[src/rtl/cp0_pkg.sv]
// cp0_pkg: constants shared by the CP0 block and its users.
// Holds the CP0 register numbers, the SR/Cause bit-field positions, the
// ExcCode encodings and the default reset values for PRId and the handler
// entry PC. The optional Count register (CP0_COUNT_EN) uses CP0_REG_COUNT.
package cp0_pkg;

  // CP0 register numbers
  localparam logic [4:0] CP0_REG_COUNT = 5'd9;
  localparam logic [4:0] CP0_REG_SR    = 5'd12;
  localparam logic [4:0] CP0_REG_CAUSE = 5'd13;
  localparam logic [4:0] CP0_REG_EPC   = 5'd14;
  localparam logic [4:0] CP0_REG_PRID  = 5'd15;

  // SR field positions
  localparam int SR_IM_LO  = 10;
  localparam int SR_IM_HI  = 15;
  localparam int SR_EXL    = 1;
  localparam int SR_IE     = 0;

  // Cause field positions
  localparam int CAUSE_BD    = 31;
  localparam int CAUSE_IP_LO = 10;
  localparam int CAUSE_IP_HI = 15;
  localparam int CAUSE_EC_LO = 2;
  localparam int CAUSE_EC_HI = 6;

  // ExcCode values
  localparam logic [4:0] EXC_INT  = 5'd0;
  localparam logic [4:0] EXC_ADEL = 5'd4;
  localparam logic [4:0] EXC_ADES = 5'd5;
  localparam logic [4:0] EXC_RI   = 5'd10;
  localparam logic [4:0] EXC_OV   = 5'd12;

  localparam logic [31:0] PRID_DEFAULT         = 32'h2021_0707;
  localparam logic [31:0] HANDLER_ADDR_DEFAULT = 32'h0000_4180;

endpackage

[src/rtl/cp0_unit_arbiter.sv]
// cp0_arbiter: purely combinational interrupt/exception arbitration.
// Ports:
//   sr_im     - SR.IM interrupt mask
//   sr_exl    - SR.EXL, blocks everything while a handler runs
//   sr_ie     - SR.IE global interrupt enable
//   hw_int    - hardware interrupt vector
//   exc_code  - M-stage exception code, 0 = none
//   int_hit   - an enabled interrupt is pending
//   exc_hit   - an exception is being raised
//   req       - take interrupt/exception this cycle
module cp0_arbiter (
  input  logic [5:0] sr_im,
  input  logic       sr_exl,
  input  logic       sr_ie,
  input  logic [5:0] hw_int,
  input  logic [4:0] exc_code,
  output logic       int_hit,
  output logic       exc_hit,
  output logic       req
);

  always_comb begin
    int_hit = sr_ie & ~sr_exl & (|(hw_int & sr_im));
    exc_hit = ~sr_exl & (exc_code != 5'd0);
    req     = int_hit | exc_hit;
  end

endmodule

[src/rtl/cp0_unit.sv]
// cp0_unit: system coprocessor 0 (SR, Cause, EPC, PRId, optional Count).
// Arbitrates interrupts against M-stage exceptions, raises the redirect
// request and serves mfc0/mtc0/eret.
// Ports:
//   clk, reset         - clock, async active-high reset
//   rd_addr / rdata    - combinational mfc0 read (pre-edge state, no bypass)
//   wr_addr/wdata/we   - mtc0 write, suppressed when req is high
//   pc, bd, exc_code   - M-stage instruction info
//   eret               - clears EXL when no req is taken
//   hw_int             - hardware interrupt vector, sampled into Cause.IP
//   epc_out            - current EPC for the eret redirect
//   handler_pc         - constant exception entry address
//   req                - take interrupt/exception (flush + redirect)
// Build option: define CP0_COUNT_EN to add the free-running Count register (9).
module cp0_unit
  import cp0_pkg::*;
#(
  parameter logic [31:0] PRID_VAL     = PRID_DEFAULT,
  parameter logic [31:0] HANDLER_ADDR = HANDLER_ADDR_DEFAULT
) (
  input  logic        clk,
  input  logic        reset,
  input  logic [4:0]  rd_addr,
  input  logic [4:0]  wr_addr,
  input  logic [31:0] wdata,
  input  logic        we,
  input  logic [31:0] pc,
  input  logic        bd,
  input  logic [4:0]  exc_code,
  input  logic        eret,
  input  logic [5:0]  hw_int,
  output logic [31:0] rdata,
  output logic [31:0] epc_out,
  output logic [31:0] handler_pc,
  output logic        req
);

  logic [5:0]  im_q, im_d;
  logic        exl_q, exl_d;
  logic        ie_q, ie_d;
  logic        bd_q, bd_d;
  logic [5:0]  ip_q, ip_d;
  logic [4:0]  exc_code_q, exc_code_d;
  logic [31:0] epc_q, epc_d;

  logic        int_hit;
  logic        exc_hit;
  logic        wr_en;
  logic [31:0] pc_al;

  cp0_arbiter u_arbiter (
    .sr_im    (im_q),
    .sr_exl   (exl_q),
    .sr_ie    (ie_q),
    .hw_int   (hw_int),
    .exc_code (exc_code),
    .int_hit  (int_hit),
    .exc_hit  (exc_hit),
    .req      (req)
  );

  // The instruction being trapped must not commit its mtc0.
  assign wr_en = we & ~req;
  assign pc_al = pc & ~32'd3;

  always_comb begin
    im_d       = im_q;
    exl_d      = exl_q;
    ie_d       = ie_q;
    bd_d       = bd_q;
    ip_d       = hw_int;
    exc_code_d = exc_code_q;
    epc_d      = epc_q;

    if (req) begin
      exl_d      = 1'b1;
      exc_code_d = int_hit ? EXC_INT : exc_code;
      bd_d       = bd;
      // Delay-slot faults restart at the branch; wraps modulo 2^32.
      epc_d      = bd ? (pc_al - 32'd4) : pc_al;
    end else begin
      if (eret) begin
        exl_d = 1'b0;
      end
      if (wr_en) begin
        case (wr_addr)
          CP0_REG_SR: begin
            im_d  = wdata[SR_IM_HI:SR_IM_LO];
            exl_d = wdata[SR_EXL];
            ie_d  = wdata[SR_IE];
          end
          CP0_REG_EPC: epc_d = wdata & ~32'd3;
          default: ;
        endcase
      end
    end
  end

  always_ff @(posedge clk or posedge reset) begin
    if (reset) begin
      im_q       <= '0;
      exl_q      <= 1'b0;
      ie_q       <= 1'b0;
      bd_q       <= 1'b0;
      ip_q       <= '0;
      exc_code_q <= '0;
      epc_q      <= '0;
    end else begin
      im_q       <= im_d;
      exl_q      <= exl_d;
      ie_q       <= ie_d;
      bd_q       <= bd_d;
      ip_q       <= ip_d;
      exc_code_q <= exc_code_d;
      epc_q      <= epc_d;
    end
  end

`ifdef CP0_COUNT_EN
  logic [31:0] count_q, count_d;

  always_comb begin
    count_d = count_q + 32'd1;
    if (wr_en && (wr_addr == CP0_REG_COUNT)) begin
      count_d = wdata;
    end
  end

  always_ff @(posedge clk or posedge reset) begin
    if (reset) begin
      count_q <= '0;
    end else begin
      count_q <= count_d;
    end
  end
`endif

  always_comb begin
    rdata = '0;
    case (rd_addr)
`ifdef CP0_COUNT_EN
      CP0_REG_COUNT: rdata = count_q;
`endif
      CP0_REG_SR:    rdata = {16'b0, im_q, 8'b0, exl_q, ie_q};
      CP0_REG_CAUSE: rdata = {bd_q, 15'b0, ip_q, 3'b0, exc_code_q, 2'b0};
      CP0_REG_EPC:   rdata = epc_q;
      CP0_REG_PRID:  rdata = PRID_VAL;
      default:       rdata = '0;
    endcase
  end

  assign epc_out    = epc_q;
  assign handler_pc = HANDLER_ADDR;

endmodule

[config.mk]
export PLATFORM = sky130hd
export DESIGN_NAME = cp0_unit
export DESIGN_NICKNAME = d
export VERILOG_FILES = /design/src/rtl/cp0_pkg.sv /design/src/rtl/cp0_unit_arbiter.sv /design/src/rtl/cp0_unit.sv
export SDC_FILE = /design/constraint.sdc
export NUM_CORES = 1
export LEC_CHECK = 0
export ABC_AREA = 1
export CAP_MARGIN = 20
export CORE_AREA = 2 2 100 102
export DETAILED_ROUTE_END_ITERATION = 7
export DIE_AREA = 0 0 102 104
export GPL_ROUTABILITY_DRIVEN = 0
export PLACE_DENSITY = 0.86
export SLEW_MARGIN = 30
export SYNTH_ARGS = -nofsm -noshare
export SYNTH_HDL_FRONTEND = slang
export SYNTH_SLANG_ARGS = --single-unit
[constraint.sdc]
create_clock -name clk -period 1.7 [get_ports clk]
set_clock_uncertainty 0.05 [all_clocks]
set_input_delay 0.255 -clock clk [delete_from_list [all_inputs] [get_ports clk]]
set_output_delay 0.255 -clock clk [all_outputs]
set_load 0.01 [all_outputs]
==> results of run 1 <==
[power by group through the flow]
stage,Sequential (mW),Combinational (mW),Clock [mW]
after floorplan,2.21,1.80,0
after global placement,2.12,3.79,0
after detailed placement,2.15,3.89,0
after CTS,2.14,4.39,0.876
after global routing,2.20,4.90,0.913
final,2.15,4.49,0.866
[repair_timing]
item / 4_1_cts / 5_1_grt
cloned: 3 / 1
endpoints found under the setup margin: 53 / 68
buffers inserted: 7 / 4
hold buffers: 0 / 0
gates resized for setup: 123 / 51
pin swaps: 18 / 14
[flip-flops by register name, summed over array words and instances, names as in the netlist]
signal / flops
im_q: 6
exc_code_q: 5
epc_out: 30
exl_q: 1
ip_q: 6
bd_q: 1
ie_q: 1
[metrics by stage]
stage,std cells,power (mW),utilization (%),worst slack (ns)
after CTS,1021,7.40,66.6,-0.0669
after global placement,1003,5.91,63.8,-0.555
final,1023,7.50,67.5,-0.120
after global routing,1023,8.02,67.5,-0.227
after floorplan,679,4.01,-,0.194
after detailed placement,1003,6.04,63.8,-0.583
[placed cells by master (no fill, tap or decap), drive strengths merged]
| cell | instances |
|---|---|
| o22ai | 1 |
| nand2 | 217 |
| dlygate4sd2 | 21 |
| nor3 | 1 |
| o21ai | 48 |
| clkdlybuf4s15 | 1 |
| nand4 | 15 |
| nor3b | 1 |
| nand3 | 37 |
| a21oi | 5 |
| clkdlybuf4s50 | 106 |
| clkinv | 1 |
| dfrtp | 50 |
| dlymetal6s2s | 6 |
| o21a | 1 |
| and2 | 1 |
| nor2 | 117 |
| conb | 34 |
| ha | 1 |
| inv | 93 |
| bufinv | 1 |
| clkbuf | 6 |
| buf | 118 |
| o21bai | 1 |
| xor2 | 2 |
| o211ai | 5 |
[cell type report]
type / count / area [um2]
Fill cell: 818 / 3110
Timing Repair Buffer: 253 / 2300
Multi-Input combinational cell: 487 / 2260
Sequential cell: 50 / 1250
Inverter: 92 / 348
Tap cell: 133 / 166
Clock buffer: 5 / 68.8
Clock inverter: 3 / 43.8
[cell families (layout without fill, tap and decap cells)]
group | Yosys count | in the layout | share of synthesized area, %
flip-flops | 50 | 50 | 32.0
other | 2 | 34 | 0.192
AO/OA/AOI/OAI | 61 | 61 | 8.59
XOR/XNOR | 2 | 2 | 0.449
buffers and inverters | 142 | 353 | 17.8
AND/OR/NAND/NOR | 389 | 389 | 40.6
adder cells (fa/ha/maj) | 1 | 1 | 0.320
[worst reg2reg max path, cell delays in order, from the launching register on]
cell                      delay [ns]
sky130_fd_sc_hd__dfrtp_1        0.41
sky130_fd_sc_hd__nand2_1        0.09
sky130_fd_sc_hd__nand3_2        0.10
sky130_fd_sc_hd__o21ai_4        0.23
sky130_fd_sc_hd__nand2_4        0.10
sky130_fd_sc_hd__buf_12         0.15
sky130_fd_sc_hd__nor2_4         0.17
sky130_fd_sc_hd__buf_6          0.20
sky130_fd_sc_hd__nor2_2         0.06
sky130_fd_sc_hd__nand2_1        0.09
sky130_fd_sc_hd__nand2_1        0.06
[path summary, 6_finish.rpt]
kind	slack (ns)	depth (start not counted)	endpoint
hold / removal	0.06	1	ip_q[4]
max in group asynchronous	1.12	3	ip_q[5]
min in group asynchronous	0.26	3	epc_out[30]
setup / recovery	-0.12	10	epc_out[28]
hold reg to reg	0.47	2	epc_out[7]
setup reg to reg	-0.12	10	epc_out[28]
[metal layers]
| layer | routed length [um] | vias up | share of wire [%] | global-route usage, % |
|---|---|---|---|---|
| met5 | 0 | - | 0 | 0 |
| met1 | 5660 | 2236 | 40 | 32.2 |
| li1 | - | 2406 | - | - |
| met4 | 297 | 0 | 2.1 | 7.24 |
| met2 | 6950 | 200 | 50 | 43.6 |
| met3 | 1090 | 26 | 7.8 | 3.90 |
==> metrics.md, run 1 <==
| Metric | Value |
|---|---|
| Maximum clock rate | `550 MHz` |
| Critical-path cell with the highest stage delay | `sky130_fd_sc_hd__dfrtp_1` |
| Share of cells above drive strength 1 | `21.0%` |
| Global routing usage summed across all routing layers | `25.2%` |
| Pre-antenna DRT Iters | `5` |
| Seq/Total Area, Yosys | `32.0%` |
| Cells after synthesis | `647` |
| Outcome | `complete, but fails checks` |
| Worst endpoint data arrival time | `1.97 ns` |
| Die H | `104 um` |
| Share of async-settable or async-resettable flops after synthesis | `100%` |
| Most repeated cell in the gate-level netlist after synthesis | `sky130_fd_sc_hd__nand2_1` |
| Time the worst path needs with I/O delays and setup | `1.82 ns` |
| Clock latency on the worst-skew pair | `0.31 ns` |
| Slew Limit Fails | `0` |
| Final worst slack | `-0.120 ns` |
| Initial antenna violation count | `0` |
| Number of clock buffers inserted by TritonCTS | `5` |
| Synth Warn # | `0` |
| Number of sinks handled by clock tree synthesis | `50` |
| Violations in the final reports | `setup timing` |
| Final wirelength | `14.0 mm` |
| Synthesized flop and latch total | `50` |
| Power density cells | `1170 nW/um2` |
| Area post-placement | `6090 um2` |
| Number of global-route vias before repair | `4469` |
| Final setup vio count | `26` |
| Number of rows created at floorplan | `36` |
| Biggest area consumer among synthesized cells | `sky130_fd_sc_hd__dfrtp_1` |
| Unrepaired setup endpoints after global routing | `true` |
| Largest fanout on the critical path | `8` |
| Number of design rule violations left after detail routing | `0` |
| Worst path bufs/invs | `2` |
| Crit path required time | `1.85 ns` |
| CP top delay family | `simple AND/OR/NAND/NOR gates` |
| Avg Cell Area, Syn | `6.04 um2` |
| Setup TNS | `-1.35 ns` |
| Design area | `6440 um2` |
| Combined area of all synthesized cells | `3900 um2` |
| Routed length per placed instance | `13.7 um` |
| Share of total power in the clock network | `11.5%` |
| Vias/cell | `4.76` |
| Post-detailed-placement half-perimeter wirelength | `10.5 mm` |
| Worst hold slack | `0.0565 ns` |
| Netlist cell types | `29` |
| Placeable core area | `9550 um2` |
| Number of port buffers | `150` |
| Via total after detailed routing | `4868` |
| Clock tree buffer depth | `2` |
| Remaining antenna violation count | `0` |
| Maximum number of pins on one net before global-route repair | `51` |
| Number of flops mapped to enable cells by yosys | `0` |
| Proportion of power drawn by flip-flops and latches | `28.6%` |
| CP startpoint kind | `register` |
| Hold Path Class | `in -> reg` |
| Hold path startpoint | `hw_int[4]` |
| Dominant register cell in the synthesized netlist | `sky130_fd_sc_hd__dfrtp_1` |
| Cell-by-cell trace of the critical path | `nand2_1, nand3_2, o21ai_4, nand2_4, buf_12, nor2_4, buf_6, nor2_2, nand2_1, nand2_1` |
| Commonest cells in the synthesized netlist | `sky130_fd_sc_hd__nand2_1 (216), sky130_fd_sc_hd__nor2_1 (113), sky130_fd_sc_hd__inv_1 (91)` |
| Clock tree root buffer cell | `sky130_fd_sc_hd__clkbuf_8` |
| Starting density of the core | `40.9%` |
| Worst setup path startpoint | `im_q[3]` |
| Die Area | `10600 um2` |
| Iter 0 DRT Violations | `271` |
| Launch instance of the worst register-to-register path | `im_q[3]` |
| Net count of the finished layout | `980` |
| Category of the worst setup path capture point | `register` |
| Portion of synthesized cell area occupied by the leading cell type | `32.0%` |
| Max rail drop VDD | `0.000577 V` |
| Area grow syn2layout | `64.9%` |
| Most repeated library cell on the critical path | `sky130_fd_sc_hd__nand2_1` |
| Most area-consuming cells after synthesis | `sky130_fd_sc_hd__dfrtp_1 (32%), sky130_fd_sc_hd__nand2_1 (21%), sky130_fd_sc_hd__nor2_1 (11%)` |
| H-tree Lvls | `2` |
| Clock-pin slew reported for the worst setup and hold paths after clock tree synthesis | `0.10 ns` |
| CP max stage delay | `0.41 ns` |
| Maximum Capacitance Violations | `0` |
| Part of the total power dissipated in combinational logic | `59.9%` |
| Type of the worst setup path | `reg -> reg` |
| Leak | `3.46 nW` |
| Final critical-path share of the clock period | `107%` |
| Switching fraction of total power | `41.4%` |
| Net switching power | `3.11 mW` |
| Number of diodes added for antenna fixing | `0` |
| Hold Violations, Final | `0` |
| Total overflow reported by the global router | `0` |
| Int Power | `4.40 mW` |
| Clock tree from TritonCTS | `yes` |
| Die extent in x | `102 um` |
| Global-route wire length before repair | `21.4 mm` |
| Number of top-level pins | `187` |
Note: power is estimated with default switching activity, not from simulation.
==> run 2, diff against run 1 <==
--- a/config.mk
+++ b/config.mk
@@ -7,11 +7,11 @@
 export LEC_CHECK = 0
 export ABC_AREA = 1
 export CAP_MARGIN = 20
-export CORE_AREA = 2 2 100 102
+export CORE_AREA = 2 2 105 107
 export DETAILED_ROUTE_END_ITERATION = 7
-export DIE_AREA = 0 0 102 104
+export DIE_AREA = 0 0 107 109
 export GPL_ROUTABILITY_DRIVEN = 0
-export PLACE_DENSITY = 0.86
+export PLACE_DENSITY = 0.82
 export SLEW_MARGIN = 30
 export SYNTH_ARGS = -nofsm -noshare
 export SYNTH_HDL_FRONTEND = slang
==> constraint.sdc (replaced) <==
create_clock -name clk -period 1.5 [get_ports clk]
set_clock_uncertainty 0.05 [all_clocks]
set_input_delay 0.225 -clock clk [delete_from_list [all_inputs] [get_ports clk]]
set_output_delay 0.225 -clock clk [all_outputs]
set_load 0.01 [all_outputs]
==> run 2 against run 1 <==
Compared with the run above:
- the run still ends with setup timing left
- global-route usage is 2.0 points lower
- setup slack worse by 0.097 ns
- design area is 1.3% higher
- utilization is 5.9 points lower
- register-to-register slack worse by 0.08 ns
- hold slack better by 0.089 ns
- final cell count is 2.3% higher
- sequential share of layout area is 0.25 points lower
- clock power is 13% higher
- clock-buffer cell count stayed put
- non-clock buffer count is 17 higher
- critical path type is now reg -> out
- critical endpoint is now req
==> metrics.md, run 2 (synthesis gave the netlist of run 1 again) <==
| Metric | Value |
|---|---|
| Hold Path Class | `in -> async` |
| Largest fanout on the critical path | `3 (-5)` |
| Number of diodes added for antenna fixing | `0 (unchanged)` |
| Die H | `109 um (+4.8%)` |
| Starting density of the core | `36.8% (-4.1 points)` |
| Switching fraction of total power | `41.9% (+0.47 points)` |
| Unrepaired setup endpoints after global routing | `true` |
| Vias/cell | `4.62 (-3.0%)` |
| Register-to-Register Path Depth | `10 (unchanged)` |
| Post-detailed-placement half-perimeter wirelength | `10.8 mm (+2.5%)` |
| Number of port buffers | `150 (unchanged)` |
| Global routing usage summed across all routing layers | `23.3% (-2.0 points)` |
| Iter 0 DRT Violations | `266 (-1.8%)` |
| Initial antenna violation count | `0 (unchanged)` |
| Maximum number of pins on one net before global-route repair | `24 (-53%)` |
| Category of the worst setup path capture point | `primary output` |
| Proportion of power drawn by flip-flops and latches | `29.2% (+0.6 points)` |
| Slew Limit Fails | `0 (unchanged)` |
| Violations in the final reports | `setup timing` |
| Routed length per placed instance | `13.3 um (-2.5%)` |
| Net count of the finished layout | `997 (+1.7%)` |
| Share of total power in the clock network | `12.0% (+0.5 points)` |
| Number of fill cells | `959 (+17%)` |
| Remaining antenna violation count | `0 (unchanged)` |
| Total overflow reported by the global router | `0 (unchanged)` |
| Register cell area after layout | `1250 um2 (unchanged)` |
| Final setup vio count | `39 (+50%)` |
| Number of flip-flops under the largest register name | `30 (unchanged)` |
| Die Area | `11700 um2 (+9.9%)` |
| Design area | `6530 um2 (+1.3%)` |
| Placeable core area | `10600 um2 (+11%)` |
| Number of design rule violations left after detail routing | `0 (unchanged)` |
| Final critical-path share of the clock period | `114%` |
| Hold_buf cts | `0 (unchanged)` |
| Final worst slack | `-0.217 ns (-0.0972 ns)` |
| Power density cells | `1250 nW/um2 (+7.2%)` |
| Critical-path cell with the highest stage delay | `sky130_fd_sc_hd__dfrtp_1` |
| Worst endpoint data arrival time | `1.44 ns (-0.53 ns)` |
| Area grow syn2layout | `67.1%` |
| Die extent in x | `107 um (+4.9%)` |
| Type of the worst setup path | `reg -> out` |
| Reg-to-Reg End | `epc_out[6]` |
| Launch instance of the worst register-to-register path | `im_q[3]` |
| Max rail drop VDD | `0.000665 V (+15%)` |
| Internal reg-to-reg setup slack | `-0.20 ns (-0.08 ns)` |
| Cell-by-cell trace of the critical path | `nand2_1, nand3_2, o21ai_2, nand2_2, buf_4, buf_2` |
| Clock latency on the worst-skew pair | `0.30 ns (about the same)` |
| Number of clock buffers inserted by TritonCTS | `5 (unchanged)` |
| Part of the total power dissipated in combinational logic | `58.9% (-1.0 points)` |
| H-tree Lvls | `2 (unchanged)` |
| Multi-input gate area | `2250 um2 (-0.44%)` |
| Number of top-level pins | `187 (unchanged)` |
| Number of rows created at floorplan | `38 (+5.6%)` |
| Global-route wire length before repair | `21.4 mm (+0.16%)` |
| Time the worst path needs with I/O delays and setup | `1.72 ns` |
| Number of sinks handled by clock tree synthesis | `50 (unchanged)` |
| Most frequent cells in the layout | `sky130_fd_sc_hd__nand2_1 (195), sky130_fd_sc_hd__buf_4 (106), sky130_fd_sc_hd__nor2_1 (92), sky130_fd_sc_hd__inv_1 (85), sky130_fd_sc_hd__clkdlybuf4s50_1 (74)` |
| Leak | `3.53 nW (+2.1%)` |
| Int Power | `4.74 mW (+7.8%)` |
| Maximum clock rate | `582 MHz` |
| Clock tree buffer depth | `2 (unchanged)` |
| Crit path required time | `1.22 ns (-0.63 ns)` |
| Outcome | `complete, but fails checks` |
| Maximum Capacitance Violations | `0 (unchanged)` |
| Net switching power | `3.42 mW (+9.9%)` |
| Area post-placement | `6200 um2 (+1.9%)` |
| Number of global-route vias before repair | `4468 (-0.022%)` |
| Final wirelength | `14.0 mm (-0.26%)` |
| Clock tree root buffer cell | `sky130_fd_sc_hd__clkbuf_8` |
| Worst hold slack | `0.145 ns (+0.0885 ns)` |
| Hold Violations, Final | `0 (unchanged)` |
| CP max stage delay | `0.39 ns (-0.02 ns)` |
| Pre-antenna DRT Iters | `4 (-1)` |
| CP startpoint kind | `register` |
| Most common cell after layout, fill and taps aside | `sky130_fd_sc_hd__nand2_1` |
| Clock tree from TritonCTS | `yes` |
| Share of cells above drive strength 1 | `24.5% (+3.5 points)` |
| Clock-pin slew reported for the worst setup and hold paths after clock tree synthesis | `0.10 ns (about the same)` |
| Via total after detailed routing | `4833 (-0.72%)` |
## run 2: cell count changes in the layout (fill, tap and decap cells not counted), sizes merged
cell           delta
clkdlybuf4s50    -32
buf              +23
clkdlybuf4s15    +11
dlygate4sd2      +10
clkbuf            +4
dlymetal6s2s      +1
## run 2: metrics by stage
| stage | power [mW] | cells | utilization (%) | TNS, ns | setup WS (ns) |
|---|---|---|---|---|---|
| 5_1_grt | 8.79 | 1047 | 61.6 | -9.24 | -0.269 |
| 2_1_floorplan | 4.55 | 679 | - | 0 | 0.0238 |
| 3_5_place_dp | 6.92 | 1021 | 58.5 | -43.53 | -0.771 |
| 6_report | 8.15 | 1047 | 61.6 | -5.80 | -0.217 |
| 4_1_cts | 7.95 | 1044 | 60.6 | -5.49 | -0.185 |
| 3_3_place_gp | 6.83 | 1021 | 58.5 | -39.63 | -0.714 |
## run 2: power by group through the flow
stage	clock (mW)	sequential (mW)	combinational [mW]
after global placement	0	2.40	4.43
after CTS	1.01	2.35	4.60
after detailed placement	0	2.42	4.50
final	0.977	2.38	4.80
after global routing	1.05	2.44	5.30
after floorplan	0	2.51	2.04
## run 2: worst max-delay path by stage
stage	start	endpoint
6_report	im_q[3]	req
5_1_grt	im_q[3]	epc_out[29]
4_1_cts	im_q[5]	epc_out[7]
3_5_place_dp	rd_addr[1]	rdata[2]
3_3_place_gp	rd_addr[3]	rdata[29]
2_1_floorplan	reset	bd_q
## run 2: area by class of cell
class | instances | area share (%)
Multi-Input combinational cell | 487 | 34.5
Inverter | 92 | 5.29
Timing Repair Buffer | 270 | 36.5
Tap cell | 140 | 2.68
Clock buffer | 5 | 1.05
Clock inverter | 3 | 0.729
Sequential cell | 50 | 19.2
## run 2: per-layer routing
layer  GRT usage, %  up-vias  part of all wire [%]
li1               -     2438                     -
met2           40.9      149                    50
met5              0        -                     0
met4           7.24        0                   2.1
met1           30.1     2226                    43
met3           2.45       20                   5.7
## run 2: critical path: cells and delay by family, from the launching register on
family	cells	cell delay, ns
flip-flops	1	0.39
AND/OR/NAND/NOR	3	0.27
AO/OA/AOI/OAI	1	0.19
buffers and inverters	2	0.28
## run 2: timing repair
item	in CTS	in global routing
setup buffers	15	3
pin swaps	12	18
cloned	1	1
endpoints found under the setup margin	103	75
resized for setup	198	51
==> run 3, diff against run 2 <==
--- a/config.mk
+++ b/config.mk
@@ -12,6 +12,7 @@
 export DIE_AREA = 0 0 107 109
 export GPL_ROUTABILITY_DRIVEN = 0
 export PLACE_DENSITY = 0.82
+export REMOVE_ABC_BUFFERS = 1
 export SLEW_MARGIN = 30
 export SYNTH_ARGS = -nofsm -noshare
 export SYNTH_HDL_FRONTEND = slang
==> run 3 against run 2 <==
Compared with the run above:
- the run still ends with setup timing left
- die area unchanged
- clock-buffer cell count increased by 1
- routed wire length decreased by 0.69%
- combinational power increased by 4%
- setup slack improved by 0.012 ns
- utilization decreased by 0.33 points
- via count decreased by 0.99%
- design area decreased by 0.54%
- critical endpoint unchanged
- highest routed layer unchanged
==> metrics.md, run 3 (synthesis gave the netlist of run 1 again) <==
| Metric | Value |
|---|---|
| Final cell count without fillers | `1033 (-1.3%)` |
| Leak | `3.51 nW (-0.62%)` |
| Starting density of the core | `36.8% (unchanged)` |
| H-tree Lvls | `2 (unchanged)` |
| Critical-path cell with the highest stage delay | `sky130_fd_sc_hd__clkdlybuf4s50_1` |
| Design Power | `8.32 mW (+2.0%)` |
| Number of global-route vias before repair | `4355 (-2.5%)` |
| Hold_buf cts | `0 (unchanged)` |
| Placeable core area | `10600 um2 (unchanged)` |
| Register-to-Register Path Depth | `11 (+1)` |
| Hold Violations, Final | `0 (unchanged)` |
| Clock latency on the worst-skew pair | `0.30 ns (about the same)` |
| Routed length per placed instance | `13.4 um (+0.65%)` |
| Vias/cell | `4.63 (+0.35%)` |
| Final critical-path share of the clock period | `114% (-0.80 points)` |
| Final wirelength | `13.9 mm (-0.69%)` |
| Outcome | `complete, but fails checks` |
| Clock tree buffer depth | `2 (unchanged)` |
| Most frequent cells in the layout | `sky130_fd_sc_hd__nand2_1 (183), sky130_fd_sc_hd__nor2_1 (92), sky130_fd_sc_hd__buf_4 (88), sky130_fd_sc_hd__inv_1 (85), sky130_fd_sc_hd__clkdlybuf4s50_1 (79)` |
| Iter 0 DRT Violations | `199 (-25%)` |
| Reg-to-Reg End | `epc_out[27]` |
| Number of sinks handled by clock tree synthesis | `50 (unchanged)` |
| Via total after detailed routing | `4785 (-0.99%)` |
| Crit path required time | `1.22 ns (about the same)` |
| Number of clock buffers inserted by TritonCTS | `5 (unchanged)` |
| Largest fanout on the critical path | `2 (-1)` |
| Category of the worst setup path capture point | `primary output` |
| Clock-pin slew reported for the worst setup and hold paths after clock tree synthesis | `0.09 ns (about the same)` |
| Maximum Capacitance Violations | `0 (unchanged)` |
| Type of the worst setup path | `in -> out` |
| Launch instance of the worst register-to-register path | `im_q[4]` |
| Global routing usage summed across all routing layers | `22.4% (-0.87 points)` |
| Maximum number of pins on one net before global-route repair | `51 (+110%)` |
| Slew Limit Fails | `0 (unchanged)` |
| Die extent in x | `107 um (unchanged)` |
| Internal reg-to-reg setup slack | `-0.19 ns (about the same)` |
| Total overflow reported by the global router | `0 (unchanged)` |
| Clock tree from TritonCTS | `yes` |
| Cell-by-cell trace of the critical path | `clkdlybuf4s50_1, nand2_1, nand3_2, o21ai_4, nand2_4, buf_4, buf_6` |
| Worst path bufs/invs | `3 (+1)` |
| Number of flip-flops under the largest register name | `30 (unchanged)` |
| Clock tree root buffer cell | `sky130_fd_sc_hd__clkbuf_8` |
| Global-route wire length before repair | `20.5 mm (-4.4%)` |
| Final worst slack | `-0.205 ns (+0.0120 ns)` |
| Pre-antenna DRT Iters | `4 (unchanged)` |
| CP top delay family | `buffers and inverters` |
| Remaining antenna violation count | `0 (unchanged)` |
| Net count of the finished layout | `983 (-1.4%)` |
| Post-detailed-placement half-perimeter wirelength | `10.2 mm (-5.7%)` |
| Area grow syn2layout | `66.2%` |
| Share of cells above drive strength 1 | `25.5% (+1.1 points)` |
| Number of top-level pins | `187 (unchanged)` |
| Worst hold slack | `0.231 ns (+0.0859 ns)` |
| CP max stage delay | `0.45 ns (+0.06 ns)` |
| Hold Path Class | `in -> async` |
| Most common cell after layout, fill and taps aside | `sky130_fd_sc_hd__nand2_1` |
| CP startpoint kind | `primary input` |
| Die Area | `11700 um2 (unchanged)` |
| Worst endpoint data arrival time | `1.43 ns (about the same)` |
| Number of design rule violations left after detail routing | `0 (unchanged)` |
| Violations in the final reports | `setup timing` |
| Die H | `109 um (unchanged)` |
| Initial antenna violation count | `0 (unchanged)` |
| Unrepaired setup endpoints after global routing | `true` |
| Number of port buffers | `150 (unchanged)` |
| Maximum clock rate | `587 MHz (+0.70%)` |
| Final setup vio count | `39 (unchanged)` |
| Placed insts | `1003 (-1.8%)` |
| Power density cells | `1280 nW/um2 (+2.6%)` |
| Max rail drop VDD | `0.000609 V (-8.4%)` |
| Time the worst path needs with I/O delays and setup | `1.71 ns (-0.0120 ns)` |
| Number of rows created at floorplan | `38 (unchanged)` |
| Number of diodes added for antenna fixing | `0 (unchanged)` |
==> run 3: changes by cell type in the layout (fill, tap and decap cells not counted), moves of 5 or more <==
cell	delta
sky130_fd_sc_hd__clkdlybuf4s15_1	-6
sky130_fd_sc_hd__nand2_4	+8
sky130_fd_sc_hd__nand2_1	-12
sky130_fd_sc_hd__buf_6	+6
sky130_fd_sc_hd__clkbuf_2	+7
sky130_fd_sc_hd__clkdlybuf4s50_1	+5
sky130_fd_sc_hd__o21ai_0	-5
sky130_fd_sc_hd__buf_4	-18
==> run 3: through the flow <==
step | TNS, ns | setup slack, ns | cell area [um2] | utilization, %
floorplan | -45.18 | -1.21 | 3670 | -
global placement | -40.89 | -0.663 | 6020 | 56.8
detailed placement | -43.74 | -0.747 | 6020 | 56.8
CTS | -4.65 | -0.166 | 6250 | 59.0
global route | -8.74 | -0.260 | 6490 | 61.2
finish | -5.70 | -0.205 | 6490 | 61.2
==> run 3: area by class of cell <==
| type | count | area (um2) |
|---|---|---|
| clock inverter | 2 | 37.5 |
| multi-input combinational | 487 | 2340 |
| fill | 1027 | 4110 |
| clock buffer | 6 | 72.6 |
| timing repair buffer | 256 | 2270 |
| tap | 140 | 175 |
| sequential | 50 | 1250 |
| inverter | 92 | 348 |
==> run 3: worst register-to-register path, stage by stage (launching register included) <==
cell and delay (ns):
sky130_fd_sc_hd__dfrtp_1 0.39, sky130_fd_sc_hd__nand2_1 0.08, sky130_fd_sc_hd__nand3_2 0.10, sky130_fd_sc_hd__o21ai_4 0.22
sky130_fd_sc_hd__nand2_4 0.07, sky130_fd_sc_hd__buf_6 0.14, sky130_fd_sc_hd__nor2_4 0.12, sky130_fd_sc_hd__buf_12 0.15
sky130_fd_sc_hd__buf_12 0.13, sky130_fd_sc_hd__nor2_1 0.05, sky130_fd_sc_hd__nand2_1 0.05, sky130_fd_sc_hd__nand2_1 0.05
==> run 3: where the power goes <==
part | switching, mW | total [mW] | leakage, nW | internal, mW
Combinational | 2.59 | 4.97 | 2.87 | 2.38
Clock | 0.470 | 0.969 | 0.0514 | 0.499
Sequential | 0.422 | 2.38 | 0.586 | 1.96
Total | 3.49 | 8.32 | 3.51 | 4.83
==> run 3: per-layer routing <==
| metal | share of wire (%) | up-vias | track usage [%] |
|---|---|---|---|
| li1 | - | 2414 | - |
| met1 | 44 | 2201 | 29.0 |
| met2 | 48 | 154 | 38.5 |
| met3 | 7.1 | 16 | 4.54 |
| met4 | 1.3 | 0 | 5.38 |
| met5 | 0 | - | 0 |
==> run 3: how the worst max path moves through the flow <==
stage	depth (start not counted)	startpoint	end	slack [ns]
global route	11	im_q[2]	epc_out[31]	-0.26
finish	7	hw_int[2]	req	-0.21
detailed placement	9	rd_addr[3]	rdata[31]	-0.75
global placement	9	rd_addr[3]	rdata[2]	-0.66
CTS	10	im_q[1]	epc_out[31]	-0.17
floorplan	8	im_q[2]	epc_out[31]	-1.21
==> run 3: repair_timing <==
| action | in CTS | in global routing |
|---|---|---|
| pin swaps | 12 | 12 |
| gates cloned | 2 | 3 |
| setup endpoints to repair | 107 | 82 |
| setup buffers | 12 | 5 |
| gates resized for setup | 207 | 75 |
